**config.mk**
```make
export PLATFORM = sky130hd
export DESIGN_NAME = raster_bbox_scanner
export DESIGN_NICKNAME = d
export VERILOG_FILES = /design/src/rtl/gpu_raster_pkg.sv /design/src/rtl/int_to_half.sv /design/src/rtl/raster_bbox_scanner.sv
export SDC_FILE = /design/constraint.sdc
export NUM_CORES = 1
export LEC_CHECK = 0
export BUFFER_PORTS_ARGS = -buffer_cell sky130_fd_sc_hd__buf_4
export CAP_MARGIN = 20
export CORE_MARGIN = 1
export CORE_UTILIZATION = 44
export DETAILED_ROUTE_END_ITERATION = 10
export GPL_TIMING_DRIVEN = 1
export PLACE_DENSITY = 0.69
export SLEW_MARGIN = 25
export SYNTH_ARGS = -nofsm -noshare
export SYNTH_HDL_FRONTEND = slang
export SYNTH_HIERARCHICAL = 1
export SYNTH_SLANG_ARGS = --single-unit
```
**constraint.sdc**
```tcl
create_clock -name clk -period 7.1 [get_ports clk]
set_input_delay 0 -clock clk [delete_from_list [all_inputs] [get_ports clk]]
set_output_delay 0 -clock clk [all_outputs]
set_load 0.01 [all_outputs]
```
**src/rtl/gpu_raster_pkg.sv**
```systemverilog
// Shared types and constants for the raster bounding-box scanner and its
// integer-to-fp16 converter.
package gpu_raster_pkg;

  localparam int FP16_W          = 16;
  localparam int COORD_W_DEFAULT = 11;

  localparam logic [FP16_W-1:0] FP16_ZERO = 16'h0000;
  localparam logic [FP16_W-1:0] FP16_ONE  = 16'h3C00;

  typedef enum logic [2:0] {
    S_IDLE,
    S_LOAD,
    S_CONV0,
    S_CONV1,
    S_CONV2,
    S_SCAN
  } state_t;

endpackage

```
**src/rtl/int_to_half.sv**
```systemverilog
// Exact unsigned integer to fp16 conversion for values up to 11 bits wide:
// priority-encode the msb, then shift the remaining bits into the mantissa.
module int_to_half
  import gpu_raster_pkg::*;
#(
  parameter int COORD_W = COORD_W_DEFAULT
) (
  input  logic [COORD_W-1:0] val,
  output logic [FP16_W-1:0]  half
);

  logic [3:0]  msb;
  logic [10:0] ext;
  logic [10:0] aligned;

  // NOTE: every signal written here gets a default first so no latch is inferred.
  always_comb begin
    msb = 4'd0;
    for (int i = 0; i < COORD_W; i++) begin
      if (val[i]) msb = 4'(i);
    end
    ext     = 11'(val);
    aligned = ext << (4'd10 - msb);
    half    = FP16_ZERO;
    if (val != '0) half = {1'b0, 5'd15 + 5'(msb), aligned[9:0]};
  end

endmodule

```
**src/rtl/raster_bbox_scanner.sv**
```systemverilog
// Accepts one integer triangle, clips its bounding box to the screen and walks
// it in raster order, emitting one fp16 pixel bundle per handshake.
module raster_bbox_scanner
  import gpu_raster_pkg::*;
#(
  parameter int COORD_W  = COORD_W_DEFAULT,
  parameter int SCREEN_W = 640,
  parameter int SCREEN_H = 480
) (
  input  logic               clk,
  input  logic               rst,
  input  logic               nd,
  output logic               us_rfd,
  input  logic [COORD_W-1:0] v1_xi,
  input  logic [COORD_W-1:0] v1_yi,
  input  logic [COORD_W-1:0] v2_xi,
  input  logic [COORD_W-1:0] v2_yi,
  input  logic [COORD_W-1:0] v3_xi,
  input  logic [COORD_W-1:0] v3_yi,
  input  logic               ds_rfd,
  output logic               rdy,
  output logic [FP16_W-1:0]  v1_x,
  output logic [FP16_W-1:0]  v1_y,
  output logic [FP16_W-1:0]  v2_x,
  output logic [FP16_W-1:0]  v2_y,
  output logic [FP16_W-1:0]  v3_x,
  output logic [FP16_W-1:0]  v3_y,
  output logic [FP16_W-1:0]  p_x,
  output logic [FP16_W-1:0]  p_y,
  output logic [COORD_W-1:0] px_i,
  output logic [COORD_W-1:0] py_i,
  output logic               last,
  output logic               tri_skip
);

  localparam logic [COORD_W-1:0] X_LIM = COORD_W'(SCREEN_W - 1);
  localparam logic [COORD_W-1:0] Y_LIM = COORD_W'(SCREEN_H - 1);

  function automatic logic [COORD_W-1:0] min2(input logic [COORD_W-1:0] a, b);
    return (a < b) ? a : b;
  endfunction

  function automatic logic [COORD_W-1:0] max2(input logic [COORD_W-1:0] a, b);
    return (a > b) ? a : b;
  endfunction

  state_t state, state_next;

  logic [COORD_W-1:0] x1, y1, x2, y2, x3, y3;
  logic [COORD_W-1:0] xmin, xmax, ymin, ymax;
  logic [COORD_W-1:0] cx, cy;

  logic [COORD_W-1:0] bx_min, bx_max, by_min, by_max;
  logic               box_empty;
  logic [COORD_W-1:0] nx, ny;
  logic               at_end;
  logic               fire;
  logic [COORD_W-1:0] conv_a_in, conv_b_in;
  logic [FP16_W-1:0]  conv_a, conv_b;

  // Clipping applies to the box only; the vertex outputs keep the raw coordinates.
  assign bx_min    = min2(min2(x1, x2), x3);
  assign bx_max    = min2(max2(max2(x1, x2), x3), X_LIM);
  assign by_min    = min2(min2(y1, y2), y3);
  assign by_max    = min2(max2(max2(y1, y2), y3), Y_LIM);
  assign box_empty = (bx_min > bx_max) || (by_min > by_max);

  assign at_end = (cx == xmax) && (cy == ymax);
  assign nx     = (cx == xmax) ? xmin : cx + COORD_W'(1);
  assign ny     = (cx == xmax) ? cy + COORD_W'(1) : cy;
  assign fire   = rdy && ds_rfd;

  assign us_rfd = (state == S_IDLE);
  assign px_i   = cx;
  assign py_i   = cy;

  // Both converters are time-shared: first pixel in LOAD, one vertex per CONV
  // state, then the look-ahead pixel during SCAN.
  always_comb begin
    conv_a_in = '0;
    conv_b_in = '0;
    case (state)
      S_LOAD:  begin conv_a_in = bx_min; conv_b_in = by_min; end
      S_CONV0: begin conv_a_in = x1;     conv_b_in = y1;     end
      S_CONV1: begin conv_a_in = x2;     conv_b_in = y2;     end
      S_CONV2: begin conv_a_in = x3;     conv_b_in = y3;     end
      S_SCAN:  begin conv_a_in = nx;     conv_b_in = ny;     end
      default: ;
    endcase
  end

  int_to_half #(.COORD_W(COORD_W)) u_conv_a (.val(conv_a_in), .half(conv_a));
  int_to_half #(.COORD_W(COORD_W)) u_conv_b (.val(conv_b_in), .half(conv_b));

  always_comb begin
    state_next = state;
    case (state)
      S_IDLE:  if (nd) state_next = S_LOAD;
      S_LOAD:  state_next = box_empty ? S_IDLE : S_CONV0;
      S_CONV0: state_next = S_CONV1;
      S_CONV1: state_next = S_CONV2;
      S_CONV2: state_next = S_SCAN;
      S_SCAN:  if (fire && at_end) state_next = S_IDLE;
      default: state_next = S_IDLE;
    endcase
  end

  // NOTE: sequential state uses non-blocking assignments so every register
  // samples the pre-edge values of its neighbours.
  always_ff @(posedge clk or negedge rst) begin
    if (!rst) state <= S_IDLE;
    else      state <= state_next;
  end

  always_ff @(posedge clk or negedge rst) begin
    if (!rst) begin
      {x1, y1, x2, y2, x3, y3}             <= '0;
      {xmin, xmax, ymin, ymax}             <= '0;
      {cx, cy}                             <= '0;
      {v1_x, v1_y, v2_x, v2_y, v3_x, v3_y} <= '0;
      {p_x, p_y}                           <= '0;
      rdy                                  <= 1'b0;
      last                                 <= 1'b0;
      tri_skip                             <= 1'b0;
    end else begin
      tri_skip <= 1'b0;
      case (state)
        S_IDLE: if (nd) begin
          x1 <= v1_xi; y1 <= v1_yi;
          x2 <= v2_xi; y2 <= v2_yi;
          x3 <= v3_xi; y3 <= v3_yi;
        end
        S_LOAD: begin
          if (box_empty) begin
            tri_skip <= 1'b1;
          end else begin
            xmin <= bx_min; xmax <= bx_max;
            ymin <= by_min; ymax <= by_max;
            cx   <= bx_min; cy   <= by_min;
            p_x  <= conv_a; p_y  <= conv_b;
          end
        end
        S_CONV0: begin v1_x <= conv_a; v1_y <= conv_b; end
        S_CONV1: begin v2_x <= conv_a; v2_y <= conv_b; end
        S_CONV2: begin
          v3_x <= conv_a;
          v3_y <= conv_b;
          rdy  <= 1'b1;
          last <= at_end;
        end
        S_SCAN: if (fire) begin
          if (at_end) begin
            rdy  <= 1'b0;
            last <= 1'b0;
          end else begin
            cx   <= nx;
            cy   <= ny;
            p_x  <= conv_a;
            p_y  <= conv_b;
            last <= (nx == xmax) && (ny == ymax);
          end
        end
        default: ;
      endcase
    end
  end

endmodule

```
* Word-level counts from Yosys, hierarchy flattened
Index checks and enable logic that the tools add are counted.
** Operators by class
- Add/sub/neg operators :: 6
- Magnitude comparators :: 12
- Eq/ne operators :: 15
- Shift operators :: 2
- Mux-type cells :: 64
- Bitwise logic cells :: 1
- Reductions and logical operators :: 16
** Operator list (count)
- $mux W11 :: 18
- $pmux W11 S5 :: 2
- $mux W16 :: 6
- $gt A11 B11 Y1 :: 6
- $pmux W16 S2 :: 2
- $eq A11 B11 Y1 :: 4
- $lt A11 B11 Y1 :: 4
- $pmux W11 S2 :: 2
- $mux W15 :: 2
- $mux W3 :: 10
- $mux W4 :: 6
- $add A11 B1 Y11 const B :: 2
- $reduce_bool A11 Y1 :: 2
- $shl A11 B4 Y10 :: 2
- $pmux W3 S6 :: 1
- $ne A2 B2 Y1 const B :: 6
- $lt A11 B10 Y1 const B :: 1
- $lt A11 B9 Y1 const B :: 1
- $add A4 B4 Y5 const A :: 2
- $mux W2 :: 5
- $mux W1 :: 8
- $reduce_and A2 Y1 :: 4
- $sub A4 B4 Y4 const A :: 2
- $eq A3 B2 Y1 const B :: 2
- 10 further kinds :: 16
** Word-level totals
- Flip-flop bits (word level) :: 255
- Bits of input ports :: 70

* Depth between registers and ports, before layout
Gate-level depths: netlist of the first run.
- Word-level depth :: 21
- Depth in mapped cells :: 35
- Depth with buffers taken out :: 29

* By module
Netlist of the first run, hierarchy kept.
** By module, submodules not included
- raster_bbox_scanner :: instances 1, cells each 1506, area an instance 15416.0 µm², sequential area each 6381.1 µm²
- int_to_half :: instances 2, cells each 132, area an instance 852.1 µm², sequential area each 0.0 µm²

* Least setup slack after synthesis of the first run
OpenSTA, ideal clock, no wires.
- Path type :: register to register
- From :: register x1[1]
- To :: register p_x[8]
- Setup time :: 0.125 ns
- Data arrival time :: 6.545 ns
- Data required time :: 6.975 ns
- Setup slack :: 0.430 ns
- Stages on the path, launching flop included :: 33
- Period minus slack after synthesis :: 6.670 ns
- Path through :: dfrtp_1 > ha_1 > nor2b_1 > o21a_1 > o21bai_4 > a21oi_2 > or2_0 > buf_2 > buf_2 > mux2_2 > ha_1 > a21oi_1 > o21ai_0 > a21o_1 > a211o_1 > o211ai_1 > o211ai_1 > buf_2 > mux2i_1 > o21ai_0 > nor2_1 > a2111oi_4 > nand2b_1 > buf_4 > inv_1 > ha_1 > buf_1 > or3b_2 > a21oi_1 > nor3_1 > o211ai_1 > o311ai_1 > mux2_4
** On the way
- Elaborated cells between the ends (all ways) :: 33
** RTL lines
- from (decl) :: RTL line raster_bbox_scanner.sv:49 : logic [COORD_W-1:0] x1, y1, x2, y2, x3, y3;
- from (signal assigned) :: RTL line raster_bbox_scanner.sv:129 : x1 <= v1_xi; y1 <= v1_yi;
- $lt A11 B11 Y1 :: RTL line raster_bbox_scanner.sv:40 : return (a < b) ? a : b;
- $mux W11 * :: RTL line raster_bbox_scanner.sv:40
- $lt A11 B11 Y1 :: RTL line raster_bbox_scanner.sv:40
- $mux W11 * :: RTL line raster_bbox_scanner.sv:40
- $pmux W11 S5 * :: RTL line raster_bbox_scanner.sv:82 : case (state)
- named net conv_a_in[3] :: RTL line raster_bbox_scanner.sv:58 : logic [COORD_W-1:0] conv_a_in, conv_b_in;
- $mux W2 :: RTL line int_to_half.sv:20 : if (val[i]) msb = 4'(i);
- $mux W3 (4 in series) :: RTL line int_to_half.sv:20
- $mux W4 (3 in series) :: RTL line int_to_half.sv:20
- $sub A4 B4 Y4 :: RTL line int_to_half.sv:23 : aligned = ext << (4'd10 - msb);
- $shl A11 B4 Y10 :: RTL line int_to_half.sv:23
- $mux W15 * :: RTL line int_to_half.sv:25 : if (val != '0) half = {1'b0, 5'd15 + 5'(msb), aligned[9:0]};
- named net conv_a[8] :: RTL line raster_bbox_scanner.sv:59 : logic [FP16_W-1:0] conv_a, conv_b;
- $mux W16 :: RTL line raster_bbox_scanner.sv:152 : if (at_end) begin
- $mux W16 :: RTL line raster_bbox_scanner.sv:151 : S_SCAN: if (fire) begin
- $pmux W16 S2 * :: RTL line raster_bbox_scanner.sv:127 : case (state)
- to (signal assigned) :: RTL line raster_bbox_scanner.sv:140 : p_x <= conv_a; p_y <= conv_b;
- to (signal assigned) :: RTL line raster_bbox_scanner.sv:158 : p_x <= conv_a;
- to (decl) :: RTL line raster_bbox_scanner.sv:28 : output logic [FP16_W-1:0] p_x,
The timed path passes the listed nets; every way through them passes the cells marked *. The select of a mux whose other input is x is not followed.
A chain may end at the register's enable or synchronous reset.

* Worst setup path after layout of the first run
- From :: register x1[4]
- To :: register p_x[8]
** On the way
- Elaborated cells between the ends (all ways) :: 33
** RTL lines (RTL line)
- $lt A11 B11 Y1 :: raster_bbox_scanner.sv:40
- $mux W11 * :: raster_bbox_scanner.sv:40
- $lt A11 B11 Y1 :: raster_bbox_scanner.sv:40
- $mux W11 * :: raster_bbox_scanner.sv:40
- $pmux W11 S5 * :: raster_bbox_scanner.sv:82
- named net conv_a_in[8] :: raster_bbox_scanner.sv:58
- $mux W4 (3 in series) :: int_to_half.sv:20
- $sub A4 B4 Y4 :: int_to_half.sv:23
- $shl A11 B4 Y10 :: int_to_half.sv:23
- $mux W15 * :: int_to_half.sv:25
- named net conv_a[8] :: raster_bbox_scanner.sv:59
- $mux W16 :: raster_bbox_scanner.sv:152
- $mux W16 :: raster_bbox_scanner.sv:151
- $pmux W16 S2 * :: raster_bbox_scanner.sv:127
Marked as above.

==> results of run 1 <==
synth_stat cells (5+ instances only):
cell type	count
dfrtp_1	255
nand2_1	232
mux2_2	145
o21ai_0	134
ha_1	92
inv_1	87
nor2_1	84
clkbuf_1	55
a21oi_1	50
mux2i_1	47
o21ai_1	35
nand4_1	32
nor3_1	32
o211ai_1	30
mux2_4	29
nand3_1	29
xnor2_1	29
buf_2	23
nand2b_1	22
nor2b_1	20
a211oi_1	18
a221oi_1	16
xor2_1	16
a222oi_1	10
and3_1	10
buf_1	10
buf_6	9
o211a_1	9
o31a_1	9
a211o_1	7
nor3b_1	7
o21a_1	7
o31ai_1	7
and2_1	6
buf_4	6
nand3b_1	6
o32ai_1	6
a21o_1	5
and4_1	5
buf_12	5
o2111ai_1	5
o221ai_1	5
or3_4	5
or4_1	5
sequential cells by signal, summed over array words and instances, names as in the netlist, 16 cells and up:
register	cells
p_x	16
p_y	16
v1_x	16
v1_y	16
v2_x	16
v2_y	16
v3_x	16
v3_y	16
cell families (layout without fill, tap and decap cells):
| logic type | after synthesis | count (layout) |
|---|---|---|
| AOI/OAI and AO/OA | 415 | 415 |
| buffers and inverters | 196 | 526 |
| and+or+nand+nor | 538 | 538 |
| xor gates and xnor gates | 49 | 49 |
| DFF | 255 | 255 |
| muxes | 222 | 222 |
| adders and majority gates | 92 | 92 |
| other | 3 | 5 |
layout by cell type (no fill, tap or decap), types with 6 or more instances in the layout:
cell type,n
buf_4,302
xnor2_1,29
mux2_4,29
inv_1,87
clkbuf_8,7
o21ai_0,124
mux2_2,145
a211o_1,7
o21a_1,7
clkbuf_16,30
nand3b_1,6
dfrtp_1,255
nand2b_1,18
a222oi_1,10
a211oi_2,6
nand3_1,29
clkinv_2,6
o211ai_1,30
ha_1,91
o21ai_1,42
nor2b_1,17
mux2i_1,41
o31a_1,9
o32ai_1,6
nor2_1,84
o211a_1,9
a221oi_1,15
mux2i_2,6
o31ai_1,7
a211oi_1,15
nor3_1,30
dlygate4sd3_1,70
nand4_1,32
nand2_1,231
xor2_1,16
a21oi_1,48
and3_1,10
final timing paths:
kind | start | end | slack (ns) | cells after the start
hold reg to reg | v3_x[0] | v3_x[0] | 0.48 | 2
setup reg to reg | x1[4] | p_x[8] | 0.25 | 27
setup / recovery | x1[4] | p_x[8] | 0.25 | 27
max in group asynchronous | rst | v2_x[13] | 5.53 | 4
hold / removal | v1_xi[0] | x1[0] | 0.17 | 4
min in group asynchronous | rst | y1[5] | 0.46 | 3
per-layer routing:
layer  vias to the layer above  share of wire  global-route usage
met2                       491           0.49              0.4568
met4                         0          0.033             0.09117
li1                       7046              -                   -
met1                      7353           0.42              0.3422
met5                         -              0                   0
met3                       108          0.054             0.03764
final cells by class:
cell class | count | area (um2)
Sequential cell | 255 | 6381
Clock inverter | 15 | 197.7
Multi-Input combinational cell | 1321 | 10000
Tap cell | 511 | 639.4
Timing Repair Buffer | 383 | 3132
Fill cell | 3337 | 16390
Inverter | 88 | 330.3
Clock buffer | 40 | 858.3
critical path, stage by stage, from the launching register on:
cell and delay [ns]:
dfrtp_1 0.45, ha_1 0.36, nand4_1 0.19, o21bai_4 0.26, a21oi_2 0.21, or2_4 0.21, mux2_2 0.36, ha_1 0.29
a21oi_1 0.18, o21ai_0 0.11, a21o_1 0.19, a211o_1 0.29, o211ai_1 0.14, o211ai_1 0.20, buf_6 0.20, mux2i_2 0.21
o21ai_1 0.17, or2_4 0.35, a2111oi_4 0.33, nand2b_4 0.25, inv_1 0.06, ha_1 0.28, or3b_2 0.43, a21oi_1 0.13
nor3_1 0.09, o211ai_1 0.28, o311ai_4 0.19, mux2_4 0.30
timing repair:
action | in CTS | in global routing
setup buffers | 0 | 15
gates resized for setup | 9 | 43
endpoints found under the hold margin | 131 | 0
hold buffers | 71 | 0
pin swaps | 0 | 12
endpoints found under the setup margin | 55 | 144
per-stage QoR:
stage	utilization	setup TNS [ns]	hold slack, ns	area [um2]
2_1_floorplan	-	0	-0.2956	17130
5_1_grt	0.5679	-3.912	0.1783	21540
3_3_place_gp	0.5125	-8.997	-0.01984	19440
4_1_cts	0.5602	0	0.1523	21250
6_report	0.5679	0	0.1695	21540
3_5_place_dp	0.5132	-9.810	-0.01226	19470
==> summary.txt, run 1 <==
CTS
  – Clock slew at reported path FFs: 0.06 ns
  – Clk Latency, worst-skew pair: 0.58 ns
  – Clock Sinks: approximately 260
  – TritonCTS clock tree: built
  – CTS root buffer: clkbuf_16
  – CTS buffer count: 30
  – H-tree levels: 1
  – Clock Path Buffers: 3

Finish
  – Share of layout cells above drive strength 1: 0.3021
  – Final nets: 2241
  – Diodes inserted: 0
  – Area delta synth->final: 25.83%
  – Cell Count, Final, Fillers Out: roughly 2600

Critical path
  – Setup CP Type: register to register
  – Critical path peak fanout: 7
  – CP Launch Type: register
  – Critical Path Sink Type: register
  – WP data arrival: around 7.3 ns
  – Critical Path RT: between 7 and 8 ns

Synth
  – Yosys cell types: 102
  – Netlist area before placement: 17120 um2
  – Largest family of logic cells by synthesized area: compound AO/OA/AOI/OAI gates
  – Post-synthesis mux area share: 0.1491
  – Number of flops mapped to enable cells by yosys: 0
  – Syn Inst Count: 1770
  – Largest area contributor in the netlist: dfrtp_1
  – Synth area leaders: dfrtp_1 (37%), mux2_2 (9.5%), ha_1 (6.7%)
  – Post-Synth XOR/XNOR Area: 0.02682
  – Syn Area/Cell: slightly below 10 um2
  – Share of the synthesized area in the top cell type: 0.3727
  – Synth Warn #: 6
  – Simple-Gate Fraction of Synth Area: 0.1583
  – Async set-or-reset flop fraction in the synthesized netlist: 1.000
  – Synth Area in Adders: 0.06724
  – Seq/Total Area, Yosys: 0.3727
  – Top FF cell, synth: dfrtp_1
  – Synthesis-stage register bit count: 255
  – Complex-gate fraction of the synthesized area: 0.1705

GRT
  – Pin count of the biggest net entering global routing: 111
  – Number of global-route vias before repair: approximately 15000
  – Tot GR Track Use: 0.2664
  – Initial antenna violation count: 0
  – Wire length of the first global-routing pass: between 80000 and 90000 um
  – Total gr overflow: 0

Die
  – FP Rows: 71
  – Initial Util: 0.4513
  – I/O pin count: 224
  – Core area: roughly 38000 um2
  – Die footprint: 39700 um2
  – Die Wd: 199.3 um
  – Die Y: 199.3 um

Detailed routing
  – DRC viols: 0
  – Pre-antenna DRT Iters: 6
  – Via density: 5.740
  – Antenna viol nets, final: 0
  – WL/cell: 20.33 um
  – DRT iter0 DRCs: 1087
  – Via Count: roughly 15000
  – Total wire length: 53120 um

Timing
  – Final Hold Fails: 0
  – Slew HR: 0.4364
  – Min Clock Period, post-route: 6.854 ns
  – Tightest Pin Transition: 0.8433 ns
  – Worst setup margin: 0.2464 ns
  – Max Clock Skew: between 0.015 and 0.02 ns
  – Slew Viols, Final: 0
  – Final period utilization: 0.9653
  – Max frequency: 145.9 MHz
  – Final setup viols: 0

Placement
  – I/O Buffers: roughly 220
  – DP HPWL: approximately 40000 um
  – Post-Place Cells: between 2000 and 2500
  – Pre-CTS setup slack: -0.4232 ns
  – RD Place Congestion: 0.9704

Hold path
  – Worst Hold Class: input pin to register

Outcome
  – Status: complete, no violations

Job
  – Maxcap violations: 0
Power of run 1 is left out: the tool's default activity adds up to more than one toggle a clock period on the data nets, which glitch-free logic cannot reach.
==> inputs of run 2 (changes only) <==
BUFFER_PORTS_ARGS = unset   (was -buffer_cell sky130_fd_sc_hd__buf_4)
DONT_BUFFER_PORTS = 1   (was unset)
PLACE_DENSITY = 0.64   (was 0.69)
==> run 2 against run 1 <==
Net effect: routed wire length shrank 2.1%; global-route usage shrank 0.75 points; core utilization shrank 5.2 points.
==> summary.txt, run 2 (synthesis results as in run 1) <==
Timing
  – Final setup viols: 0 (unchanged)
  – Final period utilization: 0.9608 (-0.004487)
  – Min Clock Period, post-route: 6.822 ns (-0.03186 ns)
  – Max frequency: 146.6 MHz (+0.47%)
  – Tightest Pin Transition: 0.9078 ns (+0.06448 ns)
  – Slew HR: 0.3884 (-0.04797)
  – Max Clock Skew: 0.03291 ns (+0.01335 ns)
  – Slew Viols, Final: 0 (unchanged)
  – Final Hold Fails: 0 (unchanged)

Critical path
  – CP Launch Type: register
  – WP data arrival: 7.36 ns (+0.05 ns)
  – Slowest cell on crit path: nor3_1
  – Max incr delay on CP: 0.50 ns (+0.05 ns)
  – Critical path origin: y1[4]
  – Worst R2R Setup Slack: 0.28 ns (+0.03 ns)
  – Worst r2r src: y1[4]
  – Worst R2R End: v1_y[3]
  – Critical Path RT: 7.64 ns (+0.09 ns)
  – Setup CP Type: register to register
  – Crit path to: v1_y[3]
  – Critical Path Sink Type: register
  – Critical path peak fanout: 11 (+4)
  – Reg2reg path depth: 27 (unchanged)

Finish
  – Commonest cells after routing, fill and taps aside: dfrtp_1 (255), nand2_1 (231), mux2_2 (145), o21ai_0 (123), ha_1 (91)
  – Multi-input gate area: 9911 um2 (-0.93%)
  – Filler cell count: 3480 (+4.3%)
  – Area occupied by registers: 6381 um2 (unchanged)
  – Utilization after layout: 0.5161 (-0.05175)
  – Commonest non-fill, non-tap cell in the layout: dfrtp_1
  – Area delta synth->final: 14.36%
  – Share of layout cells above drive strength 1: 0.2032 (-0.09886)
  – Final nets: 1998 (-11%)

Die
  – Initial Util: 0.4513 (unchanged)
  – Core area: 37930 um2 (unchanged)
  – FP Rows: 71 (unchanged)
  – Die footprint: 39700 um2 (unchanged)
  – I/O pin count: 224 (unchanged)
  – Die Wd: 199.3 um (unchanged)
  – Die Y: 199.3 um (unchanged)

Job
  – Maxcap violations: 0 (unchanged)

GRT
  – Number of global-route vias before repair: 13920 (-6.8%)
  – Pin count of the biggest net entering global routing: 256 (+130%)
  – Total gr overflow: 0 (unchanged)
  – Initial antenna violation count: 0 (unchanged)
  – Wire length of the first global-routing pass: 80430 um (-3.0%)
  – Tot GR Track Use: 0.2590 (-0.007482)

CTS
  – CTS root buffer: clkbuf_16
  – H-tree levels: 1 (unchanged)
  – Clock Sinks: 255 (unchanged)
  – Post-CTS Repair Setup Buffers: 0 (unchanged)
  – Clock slew at reported path FFs: 0.06 ns (about the same)
  – Clk Latency, worst-skew pair: 0.61 ns (+0.03 ns)
  – CTS buffer count: 30 (unchanged)
  – Clock Path Buffers: 3 (unchanged)
  – TritonCTS clock tree: built

Detailed routing
  – WL/cell: 21.97 um (+8.1%)
  – Antenna viol nets, final: 0 (unchanged)
  – Total wire length: 52000 um (-2.1%)
  – Via density: 5.911 (+3.0%)
  – Pre-antenna DRT Iters: 7 (+1)
  – Via Count: 13990 (-6.7%)
  – DRC viols: 0 (unchanged)
  – DRT iter0 DRCs: 990 (-8.9%)

Placement
  – RD Place Congestion: 0.9756 (+0.54%)
  – DP HPWL: 37880 um (-3.3%)
  – I/O Buffers: 0 (-100%)

Outcome
  – Status: complete, no violations

Hold path
  – Worst Hold Class: input pin to asynchronous set/reset pin
-- run 2: cell count changes in the layout (fill, tap and decap cells not counted), sizes merged --
cell and delta:
inv +1, clkinv +1, diode +1, clkbuf -4
dlygate4sd3 -1, bufinv -1, buf -242, clkinvlp -1
-- run 2: worst min-delay path by stage --
stage,to,slack [ns],cells past startpoint
final,y1[8],0.04,2
after global routing,y1[9],0.07,2
after CTS,y2[1],0.04,3
after detailed placement,y2[8],-0.28,0
after global placement,y1[7],-0.28,0
after floorplan,last,-0.30,0
-- run 2: worst max-delay path, delay by kind of cell, from the launching register on --
family                   cells  cell delay, ns
AO/OA/AOI/OAI                8            2.01
AND/OR/NAND/NOR              9            1.90
buffers and inverters        4            0.71
flip-flops                   1            0.44
adder cells (fa/ha/maj)      3            0.91
multiplexers                 3            0.76
-- run 2: area by class of cell --
class | instances | share of cell area
Antenna cell | 1 | 0.0001278
Clock buffer | 36 | 0.04154
Clock inverter | 15 | 0.01010
Inverter | 88 | 0.01687
Multi-Input combinational cell | 1321 | 0.5062
Sequential cell | 255 | 0.3259
Tap cell | 511 | 0.03266
Timing Repair Buffer | 140 | 0.06659
-- run 2: metal layers --
metal | wire length (um) | up-vias | GRT usage
met1 | 21960 | 6842 | 0.3319
met4 | 1957 | 0 | 0.09174
met2 | 25020 | 486 | 0.4392
met5 | 0 | - | 0
met3 | 3055 | 116 | 0.04186
li1 | - | 6547 | -
-- run 2: metrics by stage --
step | area (um2) | worst slack [ns] | std cells | hold WS, ns | TNS (ns)
3_5_place_dp | 17720 | 0.01124 | 2244 | -0.2839 | 0
3_3_place_gp | 17700 | 0.05455 | 2243 | -0.2791 | 0
4_1_cts | 19460 | 0.06426 | 2365 | 0.04300 | 0
2_1_floorplan | 17130 | 0.4303 | 1772 | -0.2956 | 0
6_report | 19580 | 0.2782 | 2367 | 0.04117 | 0
5_1_grt | 19580 | -0.08900 | 2366 | 0.07346 | -0.6698
-- run 2: repair_timing --
item                                    in CTS  in global routing
cloned                                       0                  0
hold endpoints to repair                   325                  0
hold buffers                                70                  0
endpoints found under the setup margin       3                115
gates resized for setup                      1                 32
Power of run 2 is left out for the same reason.
